$ cat config.mk
export PLATFORM = sky130hd
export DESIGN_NAME = extension_signo_pipe
export DESIGN_NICKNAME = d
export VERILOG_FILES = /design/src/rtl/extension_signo_pipe.sv
export SDC_FILE = /design/constraint.sdc
export NUM_CORES = 1
export LEC_CHECK = 0
export ABC_AREA = 1
export BUFFER_PORTS_ARGS = -buffer_cell sky130_fd_sc_hd__buf_2
export CAP_MARGIN = 20
export CORE_MARGIN = 2
export CORE_UTILIZATION = 24
export CTS_CLUSTER_DIAMETER = 40
export DETAILED_ROUTE_END_ITERATION = 7
export HOLD_SLACK_MARGIN = 0.1
export PLACE_DENSITY = 0.38
export SLEW_MARGIN = 20
export SYNTH_ARGS = -nofsm -noshare
export SYNTH_HDL_FRONTEND = slang
export SYNTH_SLANG_ARGS = --single-unit
$ cat constraint.sdc
create_clock -name clk -period 1.2 [get_ports clk]
set_input_delay 0.12 -clock clk [delete_from_list [all_inputs] [get_ports clk]]
set_output_delay 0.12 -clock clk [all_outputs]
set_load 0.01 [all_outputs]
$ cat src/rtl/extension_signo_pipe.sv
// extension_signo_pipe: pipelined immediate extender for the ID stage.
// Extends an IN_W-bit immediate to OUT_W bits (sign, zero, branch offset
// or upper immediate), then registers the result behind a valid/ready
// handshake with a one-entry skid buffer.
// Optional feature macro: EXT_STATS_EN adds a 16-bit saturating count of
// consumed results on port stat_count.
//
// Handshake: a transfer happens on the input side when in_valid && in_ready
// and on the output side when out_valid && out_ready, both sampled at the
// rising edge of clk. A producer holding in_valid high must keep instr/mode
// stable until accepted; out_valid/oinstr stay stable until consumed or
// flushed. in_ready depends only on the skid register and reset, never on
// out_ready.
module extension_signo_pipe #(
    parameter int IN_W  = 16,
    parameter int OUT_W = 32
) (
    input  logic             clk,
    input  logic             reset,
    input  logic             flush,
    input  logic             in_valid,
    output logic             in_ready,
    input  logic [IN_W-1:0]  instr,
    input  logic [1:0]       mode,
    output logic             out_valid,
    input  logic             out_ready,
    output logic [OUT_W-1:0] oinstr
`ifdef EXT_STATS_EN
    ,
    output logic [15:0]      stat_count
`endif
);

    // Parameter sanity: the branch shift must never overflow the output.
    generate
        if (IN_W < 2) begin : g_bad_in_w
            $error("extension_signo_pipe: IN_W must be at least 2");
        end
        if (OUT_W < IN_W + 2) begin : g_bad_out_w
            $error("extension_signo_pipe: OUT_W must be at least IN_W+2");
        end
    endgenerate

    localparam logic [1:0] MODE_SIGN   = 2'b00;
    localparam logic [1:0] MODE_ZERO   = 2'b01;
    localparam logic [1:0] MODE_BRANCH = 2'b10;
    localparam logic [1:0] MODE_UPPER  = 2'b11;

    logic             r_out_valid;
    logic [OUT_W-1:0] r_oinstr;
    logic             r_skid_valid;
    logic [OUT_W-1:0] r_skid_data;

    logic [OUT_W-1:0] w_sext;
    logic [OUT_W-1:0] w_ext;
    logic             w_accept;
    logic             w_consume;

    assign w_sext    = {{(OUT_W-IN_W){instr[IN_W-1]}}, instr};
    assign in_ready  = !r_skid_valid && !reset;
    assign w_accept  = in_valid && in_ready;
    assign w_consume = r_out_valid && out_ready;

    assign out_valid = r_out_valid;
    assign oinstr    = r_oinstr;

    // Select the extended immediate for the current mode.
    always_comb begin
        w_ext = w_sext;
        case (mode)
            MODE_SIGN:   w_ext = w_sext;
            MODE_ZERO:   w_ext = {{(OUT_W-IN_W){1'b0}}, instr};
            MODE_BRANCH: w_ext = w_sext << 2;
            MODE_UPPER:  w_ext = {instr, {(OUT_W-IN_W){1'b0}}};
            default:     w_ext = w_sext;
        endcase
    end

    // Output register and skid register; reset beats flush beats transfers.
    always_ff @(posedge clk) begin
        if (reset) begin
            r_out_valid  <= 1'b0;
            r_oinstr     <= '0;
            r_skid_valid <= 1'b0;
            r_skid_data  <= '0;
        end else if (flush) begin
            // Drop held entries but keep the data registers as they are.
            r_out_valid  <= 1'b0;
            r_skid_valid <= 1'b0;
        end else if (w_consume) begin
            if (r_skid_valid) begin
                // in_ready is low here, so no accept can coincide.
                r_oinstr     <= r_skid_data;
                r_out_valid  <= 1'b1;
                r_skid_valid <= 1'b0;
            end else if (w_accept) begin
                r_oinstr    <= w_ext;
                r_out_valid <= 1'b1;
            end else begin
                r_out_valid <= 1'b0;
            end
        end else if (w_accept) begin
            if (!r_out_valid) begin
                r_oinstr    <= w_ext;
                r_out_valid <= 1'b1;
            end else begin
                // Output is stalled: park the new result behind it.
                r_skid_data  <= w_ext;
                r_skid_valid <= 1'b1;
            end
        end
    end

`ifdef EXT_STATS_EN
    logic [15:0] r_stat_count;

    assign stat_count = r_stat_count;

    // Saturating count of results actually delivered to the consumer.
    always_ff @(posedge clk) begin
        if (reset) begin
            r_stat_count <= '0;
        end else if (!flush && w_consume && (r_stat_count != 16'hFFFF)) begin
            r_stat_count <= r_stat_count + 16'd1;
        end
    end
`endif

endmodule

### Word-level counts from Yosys, hierarchy flattened

Index checks and enable logic that the tools add are counted.

* memory bits (writable): 0
* register bits: 66
* latch bits: 0
* word-level logic and storage cells: 33
* output and inout port bits: 34
* bits of input ports: 23
* memory bits (read-only): 0
* memories: 0

* bitwise operators: 2
* $add $sub $neg: 0
* equality and inequality tests: 4
* multiplexer cells: 10
* order comparisons: 0
* reductions and logical operators: 13
* multipliers: 0
* divide/modulo/power cells: 0
* shift operators: 0

Operators with widths (number)
* $mux 32: 5
* $pmux 32 s4: 1
* $reduce_and 4->1: 2
* $eq 2x2->1 const B: 2
* $mux 1: 4
* $reduce_bool 2->1: 2
* $logic_and 1x1->1: 3
* $reduce_or 3->1: 1
* $eq 2x1->1 const B: 1
* $logic_not 1->1: 2
* $logic_not 2->1: 1
* $ne 2x1->1 const B: 1
* $not 1->1: 2
* $reduce_and 2->1: 1
* $reduce_or 2->1: 1

### Depth between registers and ports, before layout

* word-level depth: 6
* gate-level depth with buffers: 9
* gate-level depth less buffers: 7

### Worst setup path before layout

Ideal clock, no wire load.

* kind: reg2reg
* from: reg r_out_valid (netlist: out_valid)
* to: reg r_skid_data[16]
* clock period less this slack: 1.268 ns
* library setup time: 0.116 ns
* buffers on the path: 1
* path slack: -0.068 ns
* required time: 1.084 ns
* arrival: 1.152 ns
* stages on the path, launching flop included: 7
* cell sequence: dfxtp_1 nand2_1 nor3_4 inv_2 buf_2 nor2_1 nor2_1

* longest elaborated chain between the ends: 3

Ends and longest elaborated chain
* start, declared: RTL line 49 `logic r_out_valid;`
* start signal, assigned: RTL line 82 `r_out_valid <= 1'b0;`
* start signal, assigned: RTL line 88 `r_out_valid <= 1'b0;`
* start signal, assigned: RTL line 94 `r_out_valid <= 1'b1;`
* $logic_and 1x1->1: RTL line 62 `assign w_consume = r_out_valid && out_ready;`
* $not 1->1 (no source line)
* $reduce_and 4->1 (no source line) (*)
* end signal, assigned: RTL line 108 `r_skid_data <= w_ext;`
* end, declared: RTL line 52 `logic [OUT_W-1:0] r_skid_data;`

Every way passes the cells marked *; elsewhere a longest branch is shown, timed or not.
A chain may end at the register's enable or synchronous reset.

### Worst setup path after layout

* from: reg r_skid_valid
* to: reg r_oinstr[20] (netlist: oinstr[20])

* longest elaborated chain between the ends: 5
* elaborated cells on any way between the ends: 8
* classes of those cells: mux: 2; reduce/logical: 6

Ends and longest elaborated chain
* start, declared: RTL line 51 `logic r_skid_valid;`
* start signal, assigned: RTL line 84 `r_skid_valid <= 1'b0;`
* start signal, assigned: RTL line 89 `r_skid_valid <= 1'b0;`
* start signal, assigned: RTL line 95 `r_skid_valid <= 1'b0;`
* $logic_not 1->1: RTL line 60 `assign in_ready = !r_skid_valid && !reset;`
* $logic_and 1x1->1: RTL line 60
* $logic_and 1x1->1: RTL line 61 `assign w_accept = in_valid && in_ready;`
* $reduce_bool 2->1 (no source line)
* $reduce_and 4->1 (no source line)
* end signal, assigned: RTL line 93 `r_oinstr <= r_skid_data;`
* end signal, assigned: RTL line 97 `r_oinstr <= w_ext;`
* end signal, assigned: RTL line 104 `r_oinstr <= w_ext;`
* end, declared: RTL line 50 `logic [OUT_W-1:0] r_oinstr;`

Several ways; a longest one is shown, not always the timed one.

==> qor.log <==
qor: clocking.clkSlewWorstSetupHoldPaths 0.06 ns
qor: synthesis.synth.area.mux_share 0%
qor: final_layout.antenna_cells 0
qor: worst_setup_path.crit_family buffers and inverters
qor: worst_setup_path.timing.critical_path.depth 9
qor: power.combinationalPowerShare 11.1%
qor: grt.number_of_antenna_violations_at_the_first_check_in_global_routing 0
qor: timing.timing_max_transition_violations_final 0
qor: worst_setup_path.worstPathArrival 1.57 ns
qor: synthesis.synth_xor_xnor_area_share 0%
qor: clocking.number_of_hold_buffers_added_after_cts 0
qor: synthesis.synth_top_family_by_area simple AND/OR/NAND/NOR gates
qor: synthesis.post_synth_fa_ha_maj_area_fraction 0%
qor: power.vdd_ir_drop_max 0.7078 mV
qor: place.place_worst_setup_slack -0.09038 ns
qor: drt.postRouteWirelength 11.64 mm
qor: worst_setup_path.critical-path-top-cell-by-count buf_12
qor: flow_run.max-cap-violations 0
qor: power.power_switching_share 23.77%
qor: final_layout.finish.net_count 662
qor: synthesis.synth_seq_area_share 37.41%
qor: timing.max-slew-margin-rel 73.60%
qor: die.fp.dieArea 15700 µm²
qor: place.detailed_place_hpwl 7.606 mm
qor: power.power_leakage 0.002528 µW
qor: drt.detailroute.via_count 3648
qor: place.placement.io_buffers 56
qor: power.seq_power_share 35.7%
qor: grt.vias_in_the_first_global_route 3407
qor: drt.antenna_violating_nets_post_route 0
qor: timing.rsz0062_at_grt true
qor: clocking.clock_tree.htree_level_count 3
qor: worst_setup_path.slowest_delay 0.36 ns
qor: die.die_x 125.3 µm
qor: synthesis.syn_nets 596
qor: die.fp.dieH 125.3 µm
qor: worst_setup_path.path_cells buf_12 > nand3_4 > clkinv_4 > buf_12 > buf_12 > nand2_1 > nand3_1 > nor2_2 > nor2_1
qor: worst_setup_path.reg2reg_setup_slack -0.14 ns
qor: grt.grt_max_degree 57
qor: worst_setup_path.critical_path_peak_fanout 6
qor: worst_setup_path.timing_worst_setup_path_type register to register
qor: worst_hold_path.hold_path.startpoint flush
qor: final_layout.register_area 1329 µm²
qor: die.ios 57
qor: synthesis.ys_warn_count 0
qor: worst_setup_path.r2r_end oinstr[20]
qor: timing.worst_clock_skew 0.002455 ns
qor: power.p_int 4779 µW
qor: worst_setup_path.setup.worst_path.end_class register
qor: final_layout.drive_above_1_share 29.81%
qor: power.power.net_switching 1491 µW
qor: synthesis.yosysUniqueCellTypes 23
qor: clocking.clockRootBuffer clkbuf_16
qor: timing.setup_viol 64
qor: power.pwr_total 6270 µW
qor: timing.slew_at_the_pin_with_the_worst_max_slew_slack 0.3924 ns
qor: drt.detailedRoute.firstPassIterationCount 4
qor: worst_setup_path.cp.required 1.44 ns
qor: worst_hold_path.holdCritPathClass primary input to register
qor: synthesis.netlist_instances 573
qor: drt.first_iter_violations 269
qor: power.clock_power_share 53.2%
qor: timing.fmaxAchievable 747.8 MHz
qor: clocking.numCtsBuffers 9
qor: place.number_of_placed_instances_taps_included 802
qor: worst_setup_path.rr_startpoint r_skid_valid
qor: final_layout.layout-area-overhead-vs-synth 41.09%
qor: final_layout.layoutNonFillerInstCount 828
qor: synthesis.synth_compound_area_share 5.313%
qor: final_layout.n_fill_cell 1617
qor: die.initial_util 24.40%
qor: clocking.clock_path_buffers 2
qor: synthesis.syn-cell-area 3532 µm²
qor: timing.final.min_clock_period 1.337 ns
qor: drt.number_of_vias_per_cell_after_detailed_routing 4.406
qor: worst_hold_path.min_to out_valid
qor: place.globalplace.congestion 0.8474
qor: worst_setup_path.critical_path.n_buffers_inverters 4
qor: synthesis.per_instance_average_area_after_synthesis 6.164 µm²
qor: grt.grt.overflow.total 0
qor: timing.final-hold-violation-count 0
qor: drt.remaining_drc_errors 0
qor: worst_setup_path.r2r.worst_path.cells 9
qor: final_layout.finalCoreUtilization 34.42%
qor: grt.grt_pass1_wl 18.22 mm
qor: clocking.clk_latency 0.34 ns
qor: worst_setup_path.setup_crit_start_kind register
qor: synthesis.synth_seq_cells 66
qor: clocking.clock-sinks 66
qor: clocking.cts_tree built
qor: synthesis.yosys.area_share.simple 45.70%
qor: die.rows 44
qor: drt.post_drt_wl_per_cell 14.06 µm
qor: timing.post-route-period-util 111.4%
qor: timing.fin_ws -0.1373 ns
qor: final_layout.multi_input_comb_area 2013 µm²
qor: worst_hold_path.worst_hold_path.num_cells 4
qor: die.core_region_area 14480 µm²
qor: status.violations_in_the_final_reports setup timing
qor: power.p_per_area 1258 nW/µm²
qor: worst_setup_path.crit_slowest_cell dfxtp_4
qor: grt.track_usage 14.80%
qor: status.status finished, violations left
[how the worst max path moves through the flow]
stage            startpoint              end  slack, ns
2_1_floorplan  r_skid_valid  r_skid_data[10]    -0.0006
3_3_place_gp   r_skid_valid       oinstr[29]      -0.05
3_5_place_dp   r_skid_valid       oinstr[23]      -0.09
4_1_cts        r_skid_valid   r_skid_data[5]      -0.09
5_1_grt        r_skid_valid   r_skid_data[1]      -0.21
6_report       r_skid_valid       oinstr[20]      -0.14
[cells in the final DEF, fill, tap and decap left out, types with 19 or more instances in the layout]
master / count
nand3_2: 19
nor2_2: 24
nand2_2: 23
nand3_1: 62
nand2_1: 132
nor2_1: 106
o21ai_0: 28
buf_2: 55
dfxtp_1: 64
inv_1: 52
[layer usage]
layer / vias up / GRT usage (%) / wire (µm)
li1: 1893 / - / -
met5: - / 0 / 0
met2: 84 / 23.27 / 5236
met1: 1654 / 19.31 / 5582
met4: 0 / 6.013 / 267
met3: 17 / 3.894 / 551
[stage by stage]
stage | area, µm² | hold slack, ns | TNS (ns)
6_report | 4984 | 0.1433 | -4.960
5_1_grt | 4984 | 0.1647 | -10.29
4_1_cts | 4662 | 0.1372 | -2.915
3_5_place_dp | 4129 | 0.4756 | -2.615
3_3_place_gp | 4129 | 0.4678 | -0.8948
2_1_floorplan | 3537 | 0.2690 | -0.008547
[power groups by stage]
stage | sequential [µW] | combinational, µW | clock (µW)
final | 2240 | 699 | 3330
after global routing | 2240 | 774 | 3540
after CTS | 2240 | 635 | 3430
after detailed placement | 2290 | 614 | 0
after global placement | 2290 | 613 | 0
after floorplan | 2300 | 357 | 0
[logic make-up (layout without fill, tap and decap cells)]
group | count (synthesis) | in the layout
compound gates | 36 | 36
buf+inv | 94 | 165
flops | 66 | 66
simple gates | 377 | 377
[area by class of cell]
type,count,area share [%]
Tap cell,184,4.620
Inverter,58,4.519
Timing Repair Buffer,91,16.27
Multi-Input combinational cell,413,40.40
Sequential cell,66,26.66
Clock inverter,6,2.737
Clock buffer,10,4.795
[cell usage after synthesis]
cell type | count | share of area, %
nand2_1 | 157 | 17
nor2_1 | 131 | 14
nand3_1 | 70 | 9.9
dfxtp_1 | 66 | 37
inv_1 | 52 | 5.5
o21ai_0 | 28 | 4.0
buf_2 | 20 | 2.8
nand3_2 | 12 | 3.4
clkbuf_1 | 5 | 0.53
inv_2 | 5 | 0.53
o21ai_1 | 5 | 0.71
buf_1 | 4 | 0.42
buf_4 | 4 | 0.85
nand2_2 | 3 | 0.53
buf_6 | 2 | 0.64
nor2_4 | 2 | 0.64
a21boi_0 | 1 | 0.21
a21oi_2 | 1 | 0.25
a31oi_1 | 1 | 0.18
clkbuf_2 | 1 | 0.14
clkinv_1 | 1 | 0.11
nor3_1 | 1 | 0.14
nor3_4 | 1 | 0.46
[sequential cells by signal, summed over array words and instances (netlist names)]
name and count:
r_skid_valid 1, out_valid 1, oinstr 32, r_skid_data 32
[tightest hold or removal path, cell delays in order]
cell and delay [ns]:
buf_2 0.16, nor2_1 0.05, inv_1 0.06, a31oi_1 0.04
[timing repair]
item / CTS / global route
cloned: 2 / 3
gates resized for setup: 27 / 66
buffers inserted: 2 / 3
pin swaps: 0 / 13
setup endpoints to repair: 64 / 65
(Power assumes the default switching activity.)
